`src/rtl/audio_capture_pkg.sv`:
```
// Shared types and default sizing for the record path.
// Imported by the capture FSM and its word FIFO.
package audio_capture_pkg;

  localparam int DATA_W_D     = 32;
  localparam int SAMPLE_W_D   = 24;
  localparam int FIFO_DEPTH_D = 8;
  localparam int OVF_W_D      = 16;

  typedef enum logic [2:0] {
    ST_CAP,
    ST_CHECK,
    ST_WR_L,
    ST_WR_R,
    ST_WR_M
  } state_t;

  function automatic int fifo_cw(input int depth);
    return $clog2(depth) + 1;
  endfunction

endpackage

```
`src/rtl/audio_capture_fifo.sv`:
```
// Synchronous first-word-fall-through word FIFO.
// Head word reads as zero while empty.
module audio_capture_fifo
  import audio_capture_pkg::*;
#(
  parameter int DW    = DATA_W_D,
  parameter int DEPTH = FIFO_DEPTH_D,
  localparam int AW   = $clog2(DEPTH)
) (
  input  logic          clk,
  input  logic          rst,
  input  logic          wr_en,
  input  logic [DW-1:0] wr_data,
  input  logic          rd_en,
  output logic [DW-1:0] rd_data,
  output logic          empty,
  output logic [AW:0]   count
);

  logic [DW-1:0] r_mem [DEPTH];
  logic [AW:0]   r_wp;
  logic [AW:0]   r_rp;
  logic          w_full;
  logic          w_push;
  logic          w_pop;

  // Extra pointer MSB separates full from empty.
  assign w_full = (r_wp[AW] != r_rp[AW]) &&
                  (r_wp[AW-1:0] == r_rp[AW-1:0]);
  assign empty  = (r_wp == r_rp);
  assign count  = r_wp - r_rp;
  assign w_push = wr_en & ~w_full;
  assign w_pop  = rd_en & ~empty;

  assign rd_data = empty ? '0 : r_mem[r_rp[AW-1:0]];

  always_ff @(posedge clk) begin
    if (w_push) begin
      r_mem[r_wp[AW-1:0]] <= wr_data;
    end
  end

  always_ff @(posedge clk or posedge rst) begin
    if (rst) begin
      r_wp <= '0;
      r_rp <= '0;
    end else begin
      if (w_push) begin
        r_wp <= r_wp + 1'b1;
      end
      if (w_pop) begin
        r_rp <= r_rp + 1'b1;
      end
    end
  end

endmodule

```
`src/rtl/audio_capture.sv`:
```
// Record path: pairs L/R ADC beats into frames and queues them
// as interleaved or averaged words; whole frames drop on no room.
module audio_capture
  import audio_capture_pkg::*;
#(
  parameter int DATA_W     = DATA_W_D,
  parameter int SAMPLE_W   = SAMPLE_W_D,
  parameter int FIFO_DEPTH = FIFO_DEPTH_D,
  parameter int OVF_W      = OVF_W_D
) (
  input  logic              audio_clk,
  input  logic              reset,
  input  logic              record_in,
  input  logic              stereo_in,
  input  logic [DATA_W-1:0] adcL_in,
  input  logic              valid_in_adcL,
  output logic              ready_out_adcL,
  input  logic [DATA_W-1:0] adcR_in,
  input  logic              valid_in_adcR,
  output logic              ready_out_adcR,
  output logic [DATA_W-1:0] fifo_out,
  output logic              valid_out_fifo,
  input  logic              ready_in_fifo,
  output logic [OVF_W-1:0]  overflow_cnt
);

  localparam int SHIFT = DATA_W - SAMPLE_W;
  localparam int CW    = fifo_cw(FIFO_DEPTH);

  state_t              r_state;
  logic                r_have_l;
  logic                r_have_r;
  logic [SAMPLE_W-1:0] r_l;
  logic [SAMPLE_W-1:0] r_r;
  logic [OVF_W-1:0]    r_ovf;

  logic                w_cap;
  logic                w_acc_l;
  logic                w_acc_r;
  logic                w_room;
  logic                w_wr_en;
  logic                w_empty;
  logic [CW-1:0]       w_cnt;
  logic [CW-1:0]       w_free;
  logic [SAMPLE_W:0]   w_sum;
  logic [DATA_W-1:0]   w_wr_data;
  logic [DATA_W-1:0]   w_rd_data;
  logic                w_unused;

  assign w_unused = ^{adcL_in[SHIFT-1:0], adcR_in[SHIFT-1:0]};

  assign w_cap          = (r_state == ST_CAP) & ~reset;
  assign ready_out_adcL = w_cap & record_in & ~r_have_l;
  assign ready_out_adcR = w_cap & record_in & ~r_have_r;
  assign w_acc_l        = valid_in_adcL & ready_out_adcL;
  assign w_acc_r        = valid_in_adcR & ready_out_adcR;

  // Room uses start-of-cycle occupancy; a same-cycle pop is ignored.
  assign w_free = CW'(FIFO_DEPTH) - w_cnt;
  assign w_room = stereo_in ? (w_free >= CW'(2))
                            : (w_free >= CW'(1));

  // 25-bit sum then drop LSB: floored average, never overflows.
  assign w_sum = {r_l[SAMPLE_W-1], r_l} + {r_r[SAMPLE_W-1], r_r};

  always_comb begin
    w_wr_en   = 1'b0;
    w_wr_data = '0;
    unique case (r_state)
      ST_WR_L: begin
        w_wr_en   = 1'b1;
        w_wr_data = {r_l, {SHIFT{1'b0}}};
      end
      ST_WR_R: begin
        w_wr_en   = 1'b1;
        w_wr_data = {r_r, {SHIFT{1'b0}}};
      end
      ST_WR_M: begin
        w_wr_en   = 1'b1;
        w_wr_data = {w_sum[SAMPLE_W:1], {SHIFT{1'b0}}};
      end
      default: begin
        w_wr_en   = 1'b0;
      end
    endcase
  end

  always_ff @(posedge audio_clk or posedge reset) begin
    if (reset) begin
      r_state  <= ST_CAP;
      r_have_l <= 1'b0;
      r_have_r <= 1'b0;
      r_l      <= '0;
      r_r      <= '0;
      r_ovf    <= '0;
    end else begin
      unique case (r_state)
        ST_CAP: begin
          if (!record_in) begin
            r_have_l <= 1'b0;
            r_have_r <= 1'b0;
          end else begin
            if (w_acc_l) begin
              r_l      <= adcL_in[DATA_W-1:SHIFT];
              r_have_l <= 1'b1;
            end
            if (w_acc_r) begin
              r_r      <= adcR_in[DATA_W-1:SHIFT];
              r_have_r <= 1'b1;
            end
            if ((r_have_l | w_acc_l) & (r_have_r | w_acc_r)) begin
              r_state <= ST_CHECK;
            end
          end
        end
        ST_CHECK: begin
          if (w_room) begin
            r_state <= stereo_in ? ST_WR_L : ST_WR_M;
          end else begin
            r_have_l <= 1'b0;
            r_have_r <= 1'b0;
            r_state  <= ST_CAP;
            if (r_ovf != {OVF_W{1'b1}}) begin
              r_ovf <= r_ovf + 1'b1;
            end
          end
        end
        ST_WR_L: begin
          r_state <= ST_WR_R;
        end
        ST_WR_R, ST_WR_M: begin
          r_have_l <= 1'b0;
          r_have_r <= 1'b0;
          r_state  <= ST_CAP;
        end
        default: begin
          r_state <= ST_CAP;
        end
      endcase
    end
  end

  audio_capture_fifo #(
    .DW    (DATA_W),
    .DEPTH (FIFO_DEPTH)
  ) u_fifo (
    .clk     (audio_clk),
    .rst     (reset),
    .wr_en   (w_wr_en),
    .wr_data (w_wr_data),
    .rd_en   (ready_in_fifo),
    .rd_data (w_rd_data),
    .empty   (w_empty),
    .count   (w_cnt)
  );

  assign fifo_out       = w_rd_data;
  assign valid_out_fifo = ~w_empty;
  assign overflow_cnt   = r_ovf;

endmodule

```
`config.mk`:
```
export PLATFORM = sky130hd
export DESIGN_NAME = audio_capture
export DESIGN_NICKNAME = d
export VERILOG_FILES = /design/src/rtl/audio_capture_pkg.sv /design/src/rtl/audio_capture_fifo.sv /design/src/rtl/audio_capture.sv
export SDC_FILE = /design/constraint.sdc
export NUM_CORES = 1
export LEC_CHECK = 0
export CAP_MARGIN = 20
export CELL_PAD_IN_SITES_DETAIL_PLACEMENT = 0
export CELL_PAD_IN_SITES_GLOBAL_PLACEMENT = 2
export CORE_MARGIN = 2
export CORE_UTILIZATION = 45
export CTS_BUF_LIST = sky130_fd_sc_hd__clkbuf_4
export DETAILED_ROUTE_END_ITERATION = 10
export GPL_TIMING_DRIVEN = 0
export PLACE_DENSITY = 0.86
export SLEW_MARGIN = 20
export SYNTH_ARGS = -nofsm -noshare
export SYNTH_HDL_FRONTEND = slang
export SYNTH_SLANG_ARGS = --single-unit
```
`constraint.sdc`:
```
create_clock -name audio_clk -period 6.45 [get_ports audio_clk]
set_input_delay 0.9675 -clock audio_clk [delete_from_list [all_inputs] [get_ports audio_clk]]
set_output_delay 0.9675 -clock audio_clk [all_outputs]
set_load 0.005 [all_outputs]
```
==> impl_metrics.json <==
{
  "tns_ns": 0,
  "cp.arrival_ns": 4.30,
  "vias": 7489,
  "multi_input_area_um2": 4350,
  "irDropWorstVdd_uv": 183,
  "boundaryPins": 122,
  "final_cell_mix": "edfxtp_1, clkbuf_4, clkdlybuf4s50_1",
  "io_buffer_count": 97,
  "routabilityCongestion": 0.830,
  "clkPwrFrac_pct": 19.1,
  "maxSlewViolCount": 0,
  "final_nets": 1096,
  "drc": 0,
  "worstPathRequired_ns": 5.48,
  "setup_viol": 0,
  "synth.avg_cell_area_um2": 15.3,
  "cts_tree": "built",
  "cts_hold_buf": 0,
  "htree_levels": 3,
  "setup.worst_path.end_class": "output port",
  "seq_area_frac_synth_pct": 62.9,
  "grt_antenna_before_repair": 1,
  "p_int_mw": 4.74,
  "die_width_um": 169,
  "initial_utilization_pct": 45.7,
  "use_met2_pct": 32.5,
  "rsz0062_at_grt": "false",
  "cts_sinks": 269,
  "relSlewSlack_pct": 20.5,
  "yosys_register_bits": 269,
  "n_fill_cell": 2189,
  "layout.cells.non_filler": 1388,
  "dr.pass1.iters": 5,
  "timing.fmax_mhz": 190,
  "top_usage_layer": "met2",
  "via_per_inst": 5.40,
  "pre_cts_slack_ns": 1.71,
  "grt_use_total_pct": 20.0,
  "critPathMaxFanout": 10,
  "row_count": 60,
  "synth-main-ff-cell": "edfxtp_1",
  "seqCellArea_um2": 7690,
  "hold_viol": 0,
  "gr-usage-met1_pct": 26.7,
  "cts_setup_buffers": 0,
  "period_minus_slack_ns": 5.26,
  "die_area_um2": 28500,
  "power_density_nw_per_um2": 506,
  "dr.first_iter.drc_count": 485,
  "p_leak_nw": 5.51,
  "status": "complete, no violations",
  "cts_resized": 0,
  "syn_inst": 802,
  "synth-edff-count": 192,
  "p_comb_share_pct": 46.2,
  "ys_types": 52,
  "hp-class": "reg -> reg",
  "first_global_vias": 7893,
  "dpl.hpwl_mm": 19.3,
  "fin_crit_sh_pct": 81.6,
  "p_sw_mw": 2.77,
  "synth_async_sr_flop_share_pct": 28.6,
  "grt_max_degree": 43,
  "worstSetupPathType": "reg -> out",
  "syn_to_final_growth_pct": 21.4,
  "dp.cells": 1260,
  "fin_skew_ns": 0.0452,
  "worst_pin_slew_ns": 1.18,
  "dieHeight_um": 169,
  "wirelength_mm": 27.3,
  "layout_commonest_cell": "edfxtp_1",
  "worstSkewPairLatency_ns": 0.70,
  "switching_share_pct": 36.9,
  "ant_nets": 0,
  "maxCapViolCount": 0,
  "grtUsageMet3_pct": 4.09,
  "cts_root_buffer": "clkbuf_4",
  "cts_made_buffers": 72,
  "seqPwrFrac_pct": 34.7,
  "synth-warning-count": 0,
  "core_area_um2": 26800,
  "wl_per_cell_um": 19.6,
  "grt_first_pass_wirelength_mm": 43.2,
  "overflow": 0,
  "crit_path_start_kind": "flop",
  "timing.final.ws_setup_ns": 1.19,
  "cts_buffer_depth": 3,
  "clkTransAtPathRegs_ns": 0.06,
  "drive_above_1_share_pct": 23.8,
  "syn-cell-area_um2": 12200
}
-- synthesized netlist by cell type, drive strengths merged (23+ instances only) --
cell	instances	area [um^2]
a21oi	27	135
dfrtp	77	1930
edfxtp	192	5770
ha	30	375
inv	23	86.3
mux2	47	529
mux2i	48	480
mux4	48	1080
nand2	33	124
nor2	50	188
xnor2	27	244
-- sequential cells by signal, indices dropped and copies added, names as in the netlist --
| name | cells |
|---|---|
| r_state | 3 |
| r_have_l | 1 |
| overflow_cnt | 16 |
| u_fifo.r_wp | 4 |
| u_fifo.r_rp | 4 |
| r_l | 24 |
| r_have_r | 1 |
| u_fifo.r_mem | 192 |
| r_r | 24 |
-- path summary, 6_finish.rpt --
path / end / start / cells past startpoint / slack, ns
worst max-delay path: fifo_out[15] / u_fifo.r_rp[0] / 10 / 1.19
worst min-delay path: overflow_cnt[14] / overflow_cnt[14] / 1 / 0.49
max in group asynchronous: r_r[23] / reset / 3 / 5.19
worst min register to register: overflow_cnt[14] / overflow_cnt[14] / 1 / 0.49
min in group asynchronous: overflow_cnt[10] / reset / 2 / 0.67
worst max register to register: overflow_cnt[13] / u_fifo.r_rp[0] / 15 / 2.30
-- final cells by class --
cell class,count,share of cell area [%]
clock inverter,25,0.867
multi-input combinational,473,29.2
sequential,269,51.8
timing repair buffer,110,8.11
inverter,23,0.598
buffer,44,1.36
tap,341,2.87
antenna,1,0.0168
clock buffer,102,5.15
-- cell families (layout without fill, tap and decap cells) --
kind of cell / Yosys count / count (layout) / share of synthesized area, %
DFF: 269 / 269 / 62.9
muxes: 143 / 143 / 17.1
and+or+nand+nor: 142 / 142 / 5.60
AOI/OAI and AO/OA: 104 / 104 / 5.46
buffers and inverters: 67 / 304 / 2.36
xor gates and xnor gates: 44 / 44 / 3.21
adders and majority gates: 32 / 32 / 3.39
other: 1 / 9 / 0.0306
-- per-stage QoR --
stage	hold WS [ns]	util (%)	cell area, um^2	power, mW
after global routing	0.518	55.4	14900	8.07
after floorplan	0.444	-	12300	4.90
final	0.493	55.4	14900	7.52
after CTS	0.494	55.4	14800	7.59
after global placement	0.477	51.0	13700	6.01
after detailed placement	0.483	52.1	14000	6.12
-- worst max-delay path, cell delays in order (launching register included) --
cell	delay, ns
dfrtp_1	0.34
clkbuf_1	0.32
buf_1	0.74
inv_1	0.11
ha_1	0.37
nand3_1	0.10
nor2b_1	0.11
clkbuf_1	0.39
clkbuf_1	0.48
nor2_1	0.18
clkdlybuf4s50_1	0.48
-- power groups by stage --
stage	clock network (mW)	logic (mW)	registers, mW
finish	1.44	3.47	2.61
detailed placement	0	3.47	2.64
global route	1.58	3.83	2.66
floorplan	0	2.33	2.57
global placement	0	3.38	2.63
CTS	1.48	3.50	2.61
-- layer usage --
metal	up-vias	wire (um)	share of wire, %
met1	3710	12300	45
li1	3521	-	-
met4	0	555	2.0
met3	52	1350	4.9
met2	206	13100	48
met5	-	0	0
Power figures use the tool's default switching activity.
